===== config.mk =====
export PLATFORM = sky130hd
export DESIGN_NAME = clusterop_dist_argmin_flat
export DESIGN_NICKNAME = d
export VERILOG_FILES = /design/src/rtl/clusterop_pkg.sv /design/src/rtl/clusterop_dist_argmin_if.sv /design/src/rtl/clusterop_sat_add.sv /design/src/rtl/clusterop_dist_argmin.sv /design/src/flat_wrapper.sv
export SDC_FILE = /design/constraint.sdc
export NUM_CORES = 1
export LEC_CHECK = 0
export BUFFER_PORTS_ARGS = -buffer_cell sky130_fd_sc_hd__buf_2
export CAP_MARGIN = 20
export CORE_AREA = 2 2 64 111
export DETAILED_ROUTE_END_ITERATION = 6
export DIE_AREA = 0 0 66 113
export PLACE_DENSITY = 0.78
export SLEW_MARGIN = 5
export SYNTH_ARGS = -nofsm -noshare
export SYNTH_HDL_FRONTEND = slang
export SYNTH_SLANG_ARGS = --single-unit

===== constraint.sdc =====
create_clock -name clk -period 11.8 [get_ports clk]
set_input_delay 1.77 -clock clk [delete_from_list [all_inputs] [get_ports clk]]
set_output_delay 1.77 -clock clk [all_outputs]
set_load 0.02 [all_outputs]

===== src/rtl/clusterop_pkg.sv =====
// Shared constants for the clusterOp distance/argmin stage: widths, FSM encoding
// and the accumulator saturation limits.
package clusterop_pkg;

    localparam int PROD_WIDTH   = 13;
    localparam int ACC_WIDTH    = 15;
    localparam int DIM          = 4;
    localparam int NUM_CLUSTERS = 8;
    localparam int IDX_WIDTH    = 3;

    localparam logic ST_ACCUM = 1'b0;
    localparam logic ST_HOLD  = 1'b1;

    localparam logic signed [ACC_WIDTH-1:0] SAT_MAX = {1'b0, {(ACC_WIDTH-1){1'b1}}};
    localparam logic signed [ACC_WIDTH-1:0] SAT_MIN = {1'b1, {(ACC_WIDTH-1){1'b0}}};

endpackage


===== src/rtl/clusterop_dist_argmin_if.sv =====
// Product-beat input stream and result output stream of the distance/argmin stage.
// master = producer/consumer side, slave = the argmin block.
interface clusterop_dist_argmin_if #(
    parameter int PROD_WIDTH = clusterop_pkg::PROD_WIDTH,
    parameter int ACC_WIDTH  = clusterop_pkg::ACC_WIDTH,
    parameter int IDX_WIDTH  = clusterop_pkg::IDX_WIDTH
);
    logic                         prod_valid;
    logic signed [PROD_WIDTH-1:0] prod_data;
    logic                         prod_last_dim;
    logic                         prod_last_clus;
    logic                         in_ready;
    logic                         out_valid;
    logic                         out_ready;
    logic [IDX_WIDTH-1:0]         out_idx;
    logic signed [ACC_WIDTH-1:0]  out_dist;

    modport master (
        output prod_valid, prod_data, prod_last_dim, prod_last_clus, out_ready,
        input  in_ready, out_valid, out_idx, out_dist
    );

    modport slave (
        input  prod_valid, prod_data, prod_last_dim, prod_last_clus, out_ready,
        output in_ready, out_valid, out_idx, out_dist
    );
endinterface


===== src/rtl/clusterop_sat_add.sv =====
// Combinational signed add of a product onto the accumulator, clamped to the
// accumulator's signed range instead of wrapping.
module clusterop_sat_add #(
    parameter int PROD_WIDTH = clusterop_pkg::PROD_WIDTH,
    parameter int ACC_WIDTH  = clusterop_pkg::ACC_WIDTH
) (
    input  logic signed [ACC_WIDTH-1:0]  acc,
    input  logic signed [PROD_WIDTH-1:0] prod,
    output logic signed [ACC_WIDTH-1:0]  sum
);
    localparam logic signed [ACC_WIDTH-1:0] SUM_MAX = {1'b0, {(ACC_WIDTH-1){1'b1}}};
    localparam logic signed [ACC_WIDTH-1:0] SUM_MIN = {1'b1, {(ACC_WIDTH-1){1'b0}}};

    logic signed [ACC_WIDTH:0] wide;

    // One guard bit suffices because a product never exceeds the accumulator range.
    always_comb begin
        wide = {acc[ACC_WIDTH-1], acc}
             + {{(ACC_WIDTH+1-PROD_WIDTH){prod[PROD_WIDTH-1]}}, prod};
        if (wide[ACC_WIDTH] != wide[ACC_WIDTH-1]) begin
            sum = wide[ACC_WIDTH] ? SUM_MIN : SUM_MAX;
        end else begin
            sum = wide[ACC_WIDTH-1:0];
        end
    end
endmodule


===== src/rtl/clusterop_dist_argmin.sv =====
// Accumulates DIM products per candidate cluster and reports the index and
// distance of the nearest cluster once per point, held until downstream accepts.
module clusterop_dist_argmin #(
    parameter int PROD_WIDTH   = clusterop_pkg::PROD_WIDTH,
    parameter int ACC_WIDTH    = clusterop_pkg::ACC_WIDTH,
    parameter int DIM          = clusterop_pkg::DIM,
    parameter int NUM_CLUSTERS = clusterop_pkg::NUM_CLUSTERS,
    parameter int IDX_WIDTH    = clusterop_pkg::IDX_WIDTH
) (
    input  logic                         clk,
    input  logic                         reset,
    input  logic                         ce,
    clusterop_dist_argmin_if.slave       bus,
    output logic                         err
);
    import clusterop_pkg::*;

    localparam int DIM_W = (DIM > 1) ? $clog2(DIM) : 1;
    localparam logic [DIM_W-1:0]     DIM_LAST  = DIM_W'(DIM - 1);
    localparam logic [IDX_WIDTH-1:0] CLUS_LAST = IDX_WIDTH'(NUM_CLUSTERS - 1);

    logic                        state;
    logic signed [ACC_WIDTH-1:0] acc;
    logic signed [ACC_WIDTH-1:0] min_dist;
    logic [IDX_WIDTH-1:0]        min_idx;
    logic [DIM_W-1:0]            dim_cnt;
    logic [IDX_WIDTH-1:0]        clus_cnt;
    logic                        out_valid_q;
    logic [IDX_WIDTH-1:0]        out_idx_q;
    logic signed [ACC_WIDTH-1:0] out_dist_q;
    logic                        err_q;

    logic signed [ACC_WIDTH-1:0] sum;
    logic                        beat_acc;
    logic                        last_pos;
    logic                        point_end;
    logic                        take_min;
    logic                        frame_err;
    logic signed [ACC_WIDTH-1:0] next_min;
    logic [IDX_WIDTH-1:0]        next_idx;

    clusterop_sat_add #(
        .PROD_WIDTH (PROD_WIDTH),
        .ACC_WIDTH  (ACC_WIDTH)
    ) u_sat_add (
        .acc  (acc),
        .prod (bus.prod_data),
        .sum  (sum)
    );

    assign bus.in_ready  = (state == ST_ACCUM);
    assign bus.out_valid = out_valid_q;
    assign bus.out_idx   = out_idx_q;
    assign bus.out_dist  = out_dist_q;
    assign err           = err_q;

    assign beat_acc  = bus.prod_valid && (state == ST_ACCUM);
    assign last_pos  = (clus_cnt == CLUS_LAST);
    assign point_end = bus.prod_last_dim && (bus.prod_last_clus || last_pos);
    // The first cluster of a point always seeds the minimum; ties keep the older index.
    assign take_min  = (clus_cnt == '0) || (sum < min_dist);
    assign next_min  = take_min ? sum : min_dist;
    assign next_idx  = take_min ? clus_cnt : min_idx;
    assign frame_err = (bus.prod_last_dim && (dim_cnt != DIM_LAST))
                    || ((dim_cnt == DIM_LAST) && !bus.prod_last_dim)
                    || (bus.prod_last_dim && (bus.prod_last_clus != last_pos));

    always_ff @(posedge clk) begin
        if (reset) begin
            state       <= ST_ACCUM;
            acc         <= '0;
            min_dist    <= '0;
            min_idx     <= '0;
            dim_cnt     <= '0;
            clus_cnt    <= '0;
            out_valid_q <= 1'b0;
            out_idx_q   <= '0;
            out_dist_q  <= '0;
            err_q       <= 1'b0;
        end else if (ce) begin
            if (state == ST_ACCUM) begin
                if (beat_acc) begin
                    if (frame_err) begin
                        err_q <= 1'b1;
                    end
                    if (bus.prod_last_dim) begin
                        acc      <= '0;
                        dim_cnt  <= '0;
                        min_dist <= next_min;
                        min_idx  <= next_idx;
                        if (point_end) begin
                            out_dist_q  <= next_min;
                            out_idx_q   <= next_idx;
                            out_valid_q <= 1'b1;
                            clus_cnt    <= '0;
                            state       <= ST_HOLD;
                        end else begin
                            clus_cnt <= clus_cnt + IDX_WIDTH'(1);
                        end
                    end else begin
                        acc     <= sum;
                        dim_cnt <= (dim_cnt == DIM_LAST) ? '0 : dim_cnt + DIM_W'(1);
                    end
                end
            end else if (bus.out_ready) begin
                out_valid_q <= 1'b0;
                state       <= ST_ACCUM;
            end
        end
    end
endmodule


===== src/flat_wrapper.sv =====
// flat-port wrapper written by rule: the top's interface ports become plain ports
module clusterop_dist_argmin_flat import clusterop_pkg::*;
#(
    parameter int PROD_WIDTH   = clusterop_pkg::PROD_WIDTH,
    parameter int ACC_WIDTH    = clusterop_pkg::ACC_WIDTH,
    parameter int DIM          = clusterop_pkg::DIM,
    parameter int NUM_CLUSTERS = clusterop_pkg::NUM_CLUSTERS,
    parameter int IDX_WIDTH    = clusterop_pkg::IDX_WIDTH
)
  (clk, reset, ce, err, bus_prod_valid, bus_prod_data, bus_prod_last_dim, bus_prod_last_clus, bus_out_ready, bus_in_ready, bus_out_valid, bus_out_idx, bus_out_dist);
  clusterop_dist_argmin_if #(.PROD_WIDTH(PROD_WIDTH), .ACC_WIDTH(ACC_WIDTH), .IDX_WIDTH(IDX_WIDTH)) bus_i ();
  input  logic clk;
  input  logic reset;
  input  logic ce;
  output logic err;
  input wire logic [$bits(bus_i.prod_valid)-1:0] bus_prod_valid;
  input wire logic [$bits(bus_i.prod_data)-1:0] bus_prod_data;
  input wire logic [$bits(bus_i.prod_last_dim)-1:0] bus_prod_last_dim;
  input wire logic [$bits(bus_i.prod_last_clus)-1:0] bus_prod_last_clus;
  input wire logic [$bits(bus_i.out_ready)-1:0] bus_out_ready;
  output wire logic [$bits(bus_i.in_ready)-1:0] bus_in_ready;
  output wire logic [$bits(bus_i.out_valid)-1:0] bus_out_valid;
  output wire logic [$bits(bus_i.out_idx)-1:0] bus_out_idx;
  output wire logic [$bits(bus_i.out_dist)-1:0] bus_out_dist;
  assign bus_i.prod_valid = bus_prod_valid;
  assign bus_i.prod_data = bus_prod_data;
  assign bus_i.prod_last_dim = bus_prod_last_dim;
  assign bus_i.prod_last_clus = bus_prod_last_clus;
  assign bus_i.out_ready = bus_out_ready;
  assign bus_in_ready = bus_i.in_ready;
  assign bus_out_valid = bus_i.out_valid;
  assign bus_out_idx = bus_i.out_idx;
  assign bus_out_dist = bus_i.out_dist;
  clusterop_dist_argmin #(.PROD_WIDTH(PROD_WIDTH), .ACC_WIDTH(ACC_WIDTH), .DIM(DIM), .NUM_CLUSTERS(NUM_CLUSTERS), .IDX_WIDTH(IDX_WIDTH)) u_core (.clk(clk), .reset(reset), .ce(ce), .bus(bus_i), .err(err));
endmodule

==> flow_summary.ini, run 1 <==
[floorplanning]
io_pins = 41
start_util_pct = 58.2
die_w_um = 66
dieHeight_um = 113
placeableCoreArea_mm2 = 0.00654
num_rows = 39
fp.dieArea_mm2 = 0.00746

[min_path]
holdPathStages = 2
hold_path_class = register to register

[detailed_routing]
dr_total_vias = 3547
wirelength_mm = 9.68
drc = 0
ant_nets = 0
vias_per_cell = 6.19
post_drt_wl_per_cell_um = 16.9
drt-initial-drc-count = 259
firstDrtPassIters = 5

[timing]
finalHoldViolCount = 0
maxClockFrequency_mhz = 136
finalSetupTns_ns = 0
worstMarginPinSlew_ns = 1.02
setup_viol = 0
period_needed_ns = 7.35
max_slew_margin_pct = 31.6
fin_skew_ns = 0.00584
period_share_pct = 62.3
slew_violations = 0
holdWs_ns = 0.449
rsz0062_at_grt = false

[logic_synthesis]
synth_cells = 462
ys.flop_type = dfxtp_1
synth_nets = 519
synth-seq-area-share_pct = 31.1
syn-mean-instance-area_um2 = 8.23
yosys.cell_types.count = 59
ys_async_sr_fraction_pct = 0
syn_area_mm2 = 0.00380
ys_warn_count = 0
synth_seq_cells = 59
synth_edf_count = 0

[worst_setup_path]
cp_num_buf_inv = 1
rr_worst_depth = 20
max_stage_delay_ns = 0.64
crit_slowest_cell = o211ai_4
critPathCaptureType = register
crit_chain = buf_2, ha_1, fa_1, a211oi_1, o21ai_0, a221oi_1, o21ai_0, a21oi_1, xnor2_1, ha_1, o2111ai_1, o21ba_2, nor2_1, ha_1, o21a_1, o221a_2, a2bb2oi_1, o21ai_4, o211ai_4, a21oi_1, nor3_1
required_ns = 12.04
path_common_cell = ha_1
crit_family = compound AO/OA/AOI/OAI gates
crit_arrival_ns = 7.58
cp-start-kind = input port
path_class = input port to register
critPathMaxFanout = 25
worst-path-stages = 21

[layout]
final_layout_size_suffix_gt1_share_pct = 16.5
area_growth_pct = 13.3
num-fill-cells = 593
nets = 543
diodes = 0

[global_routing]
gr-total-overflow = 0
grt_pass1_vias = 3446
grt_pass1_wl_mm = 16.1
grt_usage_pct = 27.5
antenna_found_initial = 0
grt_max_degree = 61

[clock_tree]
cts_tree = yes
cts.path.max_buffers = 2
cts_buffers = 9
cts_resized = 0
cts.sinks = 59
ctsHoldBuffers = 0
root_buffer = clkbuf_16
clk_pin_slew_ns = 0.05
postCtsSetupBuffers = 0
clk_latency_ns = 0.33
htreeDepth = 3

[power]
power.leakage_nw = 1.73
vdd_ir_drop_max_mv = 0.141
powerDensity_mw_per_mm2 = 161

[placed_design]
gp_congestion = 0.855
dp_hpwl_mm = 7.08
port-buffer-count = 40

[outcome]
status = complete, no violations

[flow_run]
cap_violations = 0
-- area by class of cell --
class	instances	area [um^2]	area share [%]
multi-input combinational	344	2360	54.8
sequential	59	1180	27.4
clock buffer	15	278	6.45
timing repair buffer	44	250	5.81
inverter	28	105	2.44
tap	82	103	2.38
clock inverter	1	30.0	0.697
-- worst paths after layout --
path | from | end | slack, ns
worst max-delay path | bus_prod_data[0] | u_core.min_dist[4]$_SDFFE_PP0P_ | 4.45
worst min register to register | u_core.bus.out_dist[14]$_SDFFE_PP0P_ | u_core.bus.out_dist[14]$_SDFFE_PP0P_ | 0.45
worst max register to register | u_core.acc[0]$_SDFFE_PP0P_ | u_core.min_dist[4]$_SDFFE_PP0P_ | 5.67
worst min-delay path | u_core.bus.out_dist[14]$_SDFFE_PP0P_ | u_core.bus.out_dist[14]$_SDFFE_PP0P_ | 0.45
-- cell usage in the layout (no fill, tap or decap), types with 7 or more instances in the layout --
cell and count:
nand2_1 21, a22oi_1 14, ha_1 36, a21oi_1 44, clkbuf_16 9, nor2_1 44
buf_2 40, o21ai_0 28, xor2_1 7, o211ai_1 13, o2111ai_1 12, inv_1 28
nand3_1 13, nor3_1 37, dfxtp_1 59
-- through the flow --
stage | cells | worst slack [ns] | cell area [um^2] | util (%) | power [W]
6_report | 573 | 4.45 | 4310 | 65.9 | 0.000696
5_1_grt | 573 | 3.96 | 4310 | 65.9 | 0.000730
4_1_cts | 572 | 4.47 | 4280 | 65.5 | 0.000696
3_5_place_dp | 556 | 4.13 | 3970 | 60.8 | 0.000427
3_3_place_gp | 556 | 4.43 | 3970 | 60.8 | 0.000421
2_1_floorplan | 462 | 5.38 | 3800 | - | 0.000382
-- cell usage after synthesis (all sizes together), types with 2 or more instances --
cell      n  area share (%)
dfxtp    59              31
a21oi    46             6.3
nor2     44             4.3
nor3     39             5.3
ha       36              12
o21ai    32             4.6
inv      28             2.8
clkbuf   22             2.2
nand2    22             2.2
a22oi    15             3.3
o211ai   15             3.5
nand3    14             2.0
o2111ai  12             2.8
buf       9             2.0
a211oi    7             2.0
nor4      7             1.3
xor2      7             1.6
a21o      6             1.2
xnor2     5             1.2
a31oi     3            0.49
nand4     3            0.49
o21a      3            0.59
o21bai    3            0.69
a211o     2            0.46
a221oi    2            0.46
a311oi    2            0.79
and3      2            0.33
nand3b    2            0.39
o211a     2            0.72
o21ba     2            0.53
-- tightest hold or removal path: stages, from the launching register on --
cell and delay (ns):
dfxtp_1 0.30, nand2_1 0.05, a21oi_1 0.05
-- metal layers --
layer	up-vias	track usage (%)	part of all wire, %
li1	1758	-	-
met1	1664	31.8	41
met4	0	14.3	3.6
met3	33	4.57	4.3
met2	92	47.7	51
met5	-	0	0
-- logic make-up (layout without fill, tap and decap cells) --
family / after synthesis / after routing / synth area share [%]
buf+inv: 59 / 88 / 6.94
xor+xnor: 12 / 12 / 2.76
flops: 59 / 59 / 31.1
compound gates: 157 / 157 / 29.5
fa+ha+maj: 37 / 37 / 12.4
simple gates: 138 / 138 / 17.3
-- where the power goes --
part	total (W)	switching (W)	internal (W)
logic	0.000215	0.000142	0.0000730
clock network	0.000267	0.0000862	0.000181
registers	0.000215	0.00000574	0.000209
-- sequential cells by signal, indices dropped and copies added, names as in the netlist --
register              flops
u_core.bus.out_idx        3
u_core.err                1
u_core.dim_cnt            2
u_core.min_dist          15
u_core.bus.out_dist      15
u_core.min_idx            3
u_core.clus_cnt           3
u_core.state              1
u_core.acc               15
u_core.bus.out_valid      1
No activity file was read; power rests on OpenSTA's default activity.
==> run 2: changes to the inputs <==
--- a/config.mk
+++ b/config.mk
@@ -7,10 +7,10 @@
 export LEC_CHECK = 0
 export BUFFER_PORTS_ARGS = -buffer_cell sky130_fd_sc_hd__buf_2
 export CAP_MARGIN = 20
-export CORE_AREA = 2 2 64 111
+export CORE_AREA = 2 2 67 117
 export DETAILED_ROUTE_END_ITERATION = 6
-export DIE_AREA = 0 0 66 113
-export PLACE_DENSITY = 0.78
+export DIE_AREA = 0 0 69 119
+export PLACE_DENSITY = 0.74
 export SLEW_MARGIN = 5
 export SYNTH_ARGS = -nofsm -noshare
 export SYNTH_HDL_FRONTEND = slang
==> constraint.sdc (replaced) <==
create_clock -name clk -period 6.5 [get_ports clk]
set_input_delay 0.975 -clock clk [delete_from_list [all_inputs] [get_ports clk]]
set_output_delay 0.975 -clock clk [all_outputs]
set_load 0.02 [all_outputs]
==> flow_summary.ini, run 2 (synthesis gave the netlist of run 1 again) <==
[global_routing]
grt_pass1_wl_mm = 16.4
grt_usage_pct = 24.7
grt_max_degree = 61
gr-total-overflow = 0
grt_pass1_vias = 3519
antenna_found_initial = 0

[clock_tree]
cts.sinks = 59
clk_pin_slew_ns = 0.05
cts_tree = yes
postCtsSetupBuffers = 0
cts_resized = 0
cts.path.max_buffers = 2
ctsHoldBuffers = 0
root_buffer = clkbuf_16
cts_buffers = 9
clk_latency_ns = 0.34
htreeDepth = 3

[layout]
final_area_mm2 = 0.00447
fin_cells = 598
diodes = 0
layout_common_cells = 59 x dfxtp_1, 44 x nor2_1, 44 x a21oi_1
num-fill-cells = 694
area_growth_pct = 17.5
nets = 562
layout_commonest_cell = dfxtp_1
final_layout_size_suffix_gt1_share_pct = 20.0

[power]
power.leakage_nw = 1.83
powerDensity_mw_per_mm2 = 288
p_total_w = 0.00129
vdd_ir_drop_max_mv = 0.208

[placed_design]
post_dp_cell_area_mm2 = 0.00414
placed_cells = 580
gp_congestion = 0.864
dp_hpwl_mm = 7.25
port-buffer-count = 40
dp_slack_ns = 0.145

[detailed_routing]
dr_total_vias = 3601
firstDrtPassIters = 4
drc = 0
vias_per_cell = 6.02
ant_nets = 0
post_drt_wl_per_cell_um = 16.5
drt-initial-drc-count = 191
wirelength_mm = 9.85

[timing]
fin_ws_ns = 0.500
finalHoldViolCount = 0
max_slew_margin_pct = 35.3
finalSetupTns_ns = 0
setup_viol = 0
worstMarginPinSlew_ns = 0.967
rsz0062_at_grt = false
period_share_pct = 92.3
slew_violations = 0
period_needed_ns = 6.00
fin_skew_ns = 0.00814
maxClockFrequency_mhz = 167

[floorplanning]
dieHeight_um = 119
fp.dieArea_mm2 = 0.00821
start_util_pct = 51.7
io_pins = 41
die_w_um = 69
placeableCoreArea_mm2 = 0.00736
num_rows = 42

[worst_setup_path]
path_class = input port to register
crit_arrival_ns = 6.22
critPathCaptureType = register
cp-start-kind = input port
critPathMaxFanout = 18
required_ns = 6.72

[outcome]
status = complete, no violations

[flow_run]
cap_violations = 0

[min_path]
hold_path_class = register to register
## run 2: critical path: stages
cell,delay [ns]
buf_2,0.11
ha_1,0.26
fa_1,0.44
a211oi_1,0.30
o21ai_0,0.21
a221oi_1,0.39
o21ai_0,0.13
a21oi_1,0.20
xnor2_1,0.11
ha_1,0.45
o2111ai_1,0.18
o21ba_2,0.36
nor2_1,0.12
ha_1,0.29
o21a_1,0.20
o221a_2,0.24
a2bb2oi_1,0.31
o21ai_4,0.16
o211a_4,0.36
buf_12,0.17
o211ai_1,0.18
a21oi_1,0.09
## run 2: per-stage QoR
step	hold WS (ns)	utilization [%]
floorplan	0.449	-
global placement	0.434	56.3
detailed placement	0.432	56.3
CTS	0.452	60.3
global route	0.467	60.7
finish	0.449	60.7
## run 2: final timing paths
check,cells after the start,end,slack (ns),from
max,22,u_core.bus.out_dist[5]$_SDFFE_PP0P_,0.50,bus_prod_data[0]
min reg2reg,2,u_core.bus.out_idx[2]$_SDFFE_PP0P_,0.45,u_core.bus.out_idx[2]$_SDFFE_PP0P_
min,2,u_core.bus.out_idx[2]$_SDFFE_PP0P_,0.45,u_core.bus.out_idx[2]$_SDFFE_PP0P_
max reg2reg,21,u_core.bus.out_dist[5]$_SDFFE_PP0P_,0.95,u_core.acc[0]$_SDFFE_PP0P_
## run 2: layout make-up
type | count | area [um^2] | share of cell area [%]
multi-input combinational | 344 | 2360 | 52.9
sequential | 59 | 1180 | 26.4
timing repair buffer | 63 | 418 | 9.35
clock buffer | 13 | 270 | 6.05
tap | 88 | 110 | 2.46
inverter | 28 | 105 | 2.35
clock inverter | 3 | 21.3 | 0.476
## run 2: report_power, final
part / internal, W / total, W / switching, W
clock: 0.000289 / 0.000457 / 0.000168
combinational: 0.000173 / 0.000439 / 0.000266
sequential: 0.000379 / 0.000389 / 0.0000102
total: 0.000841 / 0.00129 / 0.000445
## run 2: routing by layer
layer	GRT usage, %	up-vias	routed length [um]
met5	0	-	0
met4	12.0	0	274
met3	4.57	21	372
met2	43.9	88	5120
met1	28.0	1698	4080
li1	-	1794	-
==> run 3: changes to the inputs <==
--- a/config.mk
+++ b/config.mk
@@ -7,9 +7,11 @@
 export LEC_CHECK = 0
 export BUFFER_PORTS_ARGS = -buffer_cell sky130_fd_sc_hd__buf_2
 export CAP_MARGIN = 20
-export CORE_AREA = 2 2 67 117
+export CELL_PAD_IN_SITES_DETAIL_PLACEMENT = 1
+export CELL_PAD_IN_SITES_GLOBAL_PLACEMENT = 2
+export CORE_AREA = 2 2 86 150
 export DETAILED_ROUTE_END_ITERATION = 6
-export DIE_AREA = 0 0 69 119
+export DIE_AREA = 0 0 88 152
 export PLACE_DENSITY = 0.74
 export SLEW_MARGIN = 5
 export SYNTH_ARGS = -nofsm -noshare
==> flow_summary.ini, run 3 (synthesis gave the netlist of run 1 again) <==
[global_routing]
gr-total-overflow = 0
grt_pass1_wl_mm = 19.8
antenna_found_initial = 0
grt_pass1_vias = 3803
grt_max_degree = 61
grt_usage_pct = 18.9

[worst_setup_path]
critPathCaptureType = register
crit_chain = buf_2, ha_1, fa_1, a211oi_1, o21ai_0, a221oi_1, o21ai_0, a21oi_1, xnor2_1, ha_1, buf_4, nand3_2, o21ai_0, ha_1, a211oi_1, o21ai_0, a21oi_1, o21ai_0, o211a_4, nor3_1, nor4_1
max_stage_delay_ns = 0.65
path_class = input port to register
required_ns = 6.74
crit_slowest_cell = o21ai_0
crit_family = compound AO/OA/AOI/OAI gates
cp_num_buf_inv = 2
critPathMaxFanout = 23
cp-start-kind = input port
crit_arrival_ns = 6.29
path_common_cell = o21ai_0

[floorplanning]
dieHeight_um = 152
io_pins = 41
start_util_pct = 31.1
placeableCoreArea_mm2 = 0.0122
num_rows = 54
die_w_um = 88
fp.dieArea_mm2 = 0.0134

[detailed_routing]
wirelength_mm = 11.9
dr_total_vias = 3615
drt-initial-drc-count = 102
firstDrtPassIters = 4
post_drt_wl_per_cell_um = 17.6
ant_nets = 0
drc = 0
vias_per_cell = 5.33

[clock_tree]
htreeDepth = 3
cts_resized = 0
cts_tree = yes
cts_buffers = 9
ctsHoldBuffers = 0
clk_latency_ns = 0.34
cts.path.max_buffers = 2
cts.sinks = 59
postCtsSetupBuffers = 0
root_buffer = clkbuf_16
clk_pin_slew_ns = 0.05

[timing]
finalHoldViolCount = 0
rsz0062_at_grt = false
setup_viol = 0
max_slew_margin_pct = 29.9
slew_violations = 0
period_share_pct = 93.1
worstMarginPinSlew_ns = 1.05
holdWs_ns = 0.449
maxClockFrequency_mhz = 165
fin_skew_ns = 0.00386
period_needed_ns = 6.05
finalSetupTns_ns = 0

[layout]
nets = 562
final_layout_size_suffix_gt1_share_pct = 20.2
layout_commonest_cell = dfxtp_1
area_growth_pct = 21.5
layout_common_cells = 59 x dfxtp_1, 44 x nor2_1, 44 x a21oi_1
diodes = 0

[placed_design]
dp_hpwl_mm = 9.14
port-buffer-count = 40
gp_congestion = 0.872

[min_path]
hold_path_class = register to register

[power]
powerDensity_mw_per_mm2 = 308
power.leakage_nw = 1.86
vdd_ir_drop_max_mv = 0.147

[flow_run]
cap_violations = 0

[outcome]
status = complete, no violations
## run 3: cell count changes in the layout (fill, tap and decap cells not counted)
cell,before,now
buf_16,1,0
buf_4,20,21
bufinv_16,0,3
clkbuf_1,1,0
clkinv_4,1,0
clkinvlp_4,1,0
## run 3: metal layers
metal | global-route usage (%) | vias up | part of all wire, %
li1 | - | 1791 | -
met4 | 6.89 | 0 | 2.4
met1 | 22.1 | 1758 | 40
met2 | 33.2 | 48 | 54
met3 | 3.75 | 18 | 3.0
met5 | 0 | - | 0
## run 3: report_power, final
part | switching (W) | internal, W
clock | 0.000174 | 0.000405
sequential | 0.0000108 | 0.000379
combinational | 0.000282 | 0.000172
total | 0.000467 | 0.000956
## run 3: metrics by stage
| stage | instance area (um^2) | power, W | utilization [%] | std cells | setup WS [ns] |
|---|---|---|---|---|---|
| finish | 4620 | 0.00142 | 37.8 | 678 | 0.449 |
| global route | 4620 | 0.00151 | 37.8 | 678 | 0.0425 |
| CTS | 4600 | 0.00144 | 37.6 | 677 | 0.418 |
| detailed placement | 4240 | 0.000849 | 34.6 | 661 | 0.109 |
| global placement | 4240 | 0.000837 | 34.6 | 661 | 0.323 |
| floorplan | 3800 | 0.000693 | - | 462 | 0.875 |
## run 3: cell type report
| cell class | count | area (um^2) |
|---|---|---|
| multi-input cells | 344 | 2360 |
| clock buffers | 12 | 267 |
| inverters | 28 | 105 |
| well taps | 168 | 210 |
| fillers | 1462 | 7610 |
| repair buffers | 63 | 398 |
| flip-flops and latches | 59 | 1180 |
| clock inverters | 4 | 95.1 |
## run 3: path summary, 6_finish.rpt
| path | start | to | slack, ns | cells past startpoint |
|---|---|---|---|---|
| setup reg to reg | u_core.acc[0]$_SDFFE_PP0P_ | u_core.bus.out_idx[0]$_SDFFE_PP0P_ | 0.87 | 20 |
| hold / removal | u_core.bus.out_dist[9]$_SDFFE_PP0P_ | u_core.bus.out_dist[9]$_SDFFE_PP0P_ | 0.45 | 2 |
| hold reg to reg | u_core.bus.out_dist[9]$_SDFFE_PP0P_ | u_core.bus.out_dist[9]$_SDFFE_PP0P_ | 0.45 | 2 |
| setup / recovery | bus_prod_data[0] | u_core.bus.out_idx[0]$_SDFFE_PP0P_ | 0.45 | 21 |
## run 3: worst register-to-register path, stage by stage, from the launching register on
cell and delay (ns):
dfxtp_1 0.33, ha_1 0.24, fa_1 0.44, a211oi_1 0.30
o21ai_0 0.23, a221oi_1 0.39, o21ai_0 0.13, a21oi_1 0.21
xnor2_1 0.17, ha_1 0.28, buf_4 0.20, nand3_2 0.15
o21ai_0 0.19, ha_1 0.35, a211oi_1 0.07, o21ai_0 0.21
a21oi_1 0.14, o21ai_0 0.65, o211a_4 0.42, nor3_1 0.11
nor4_1 0.32
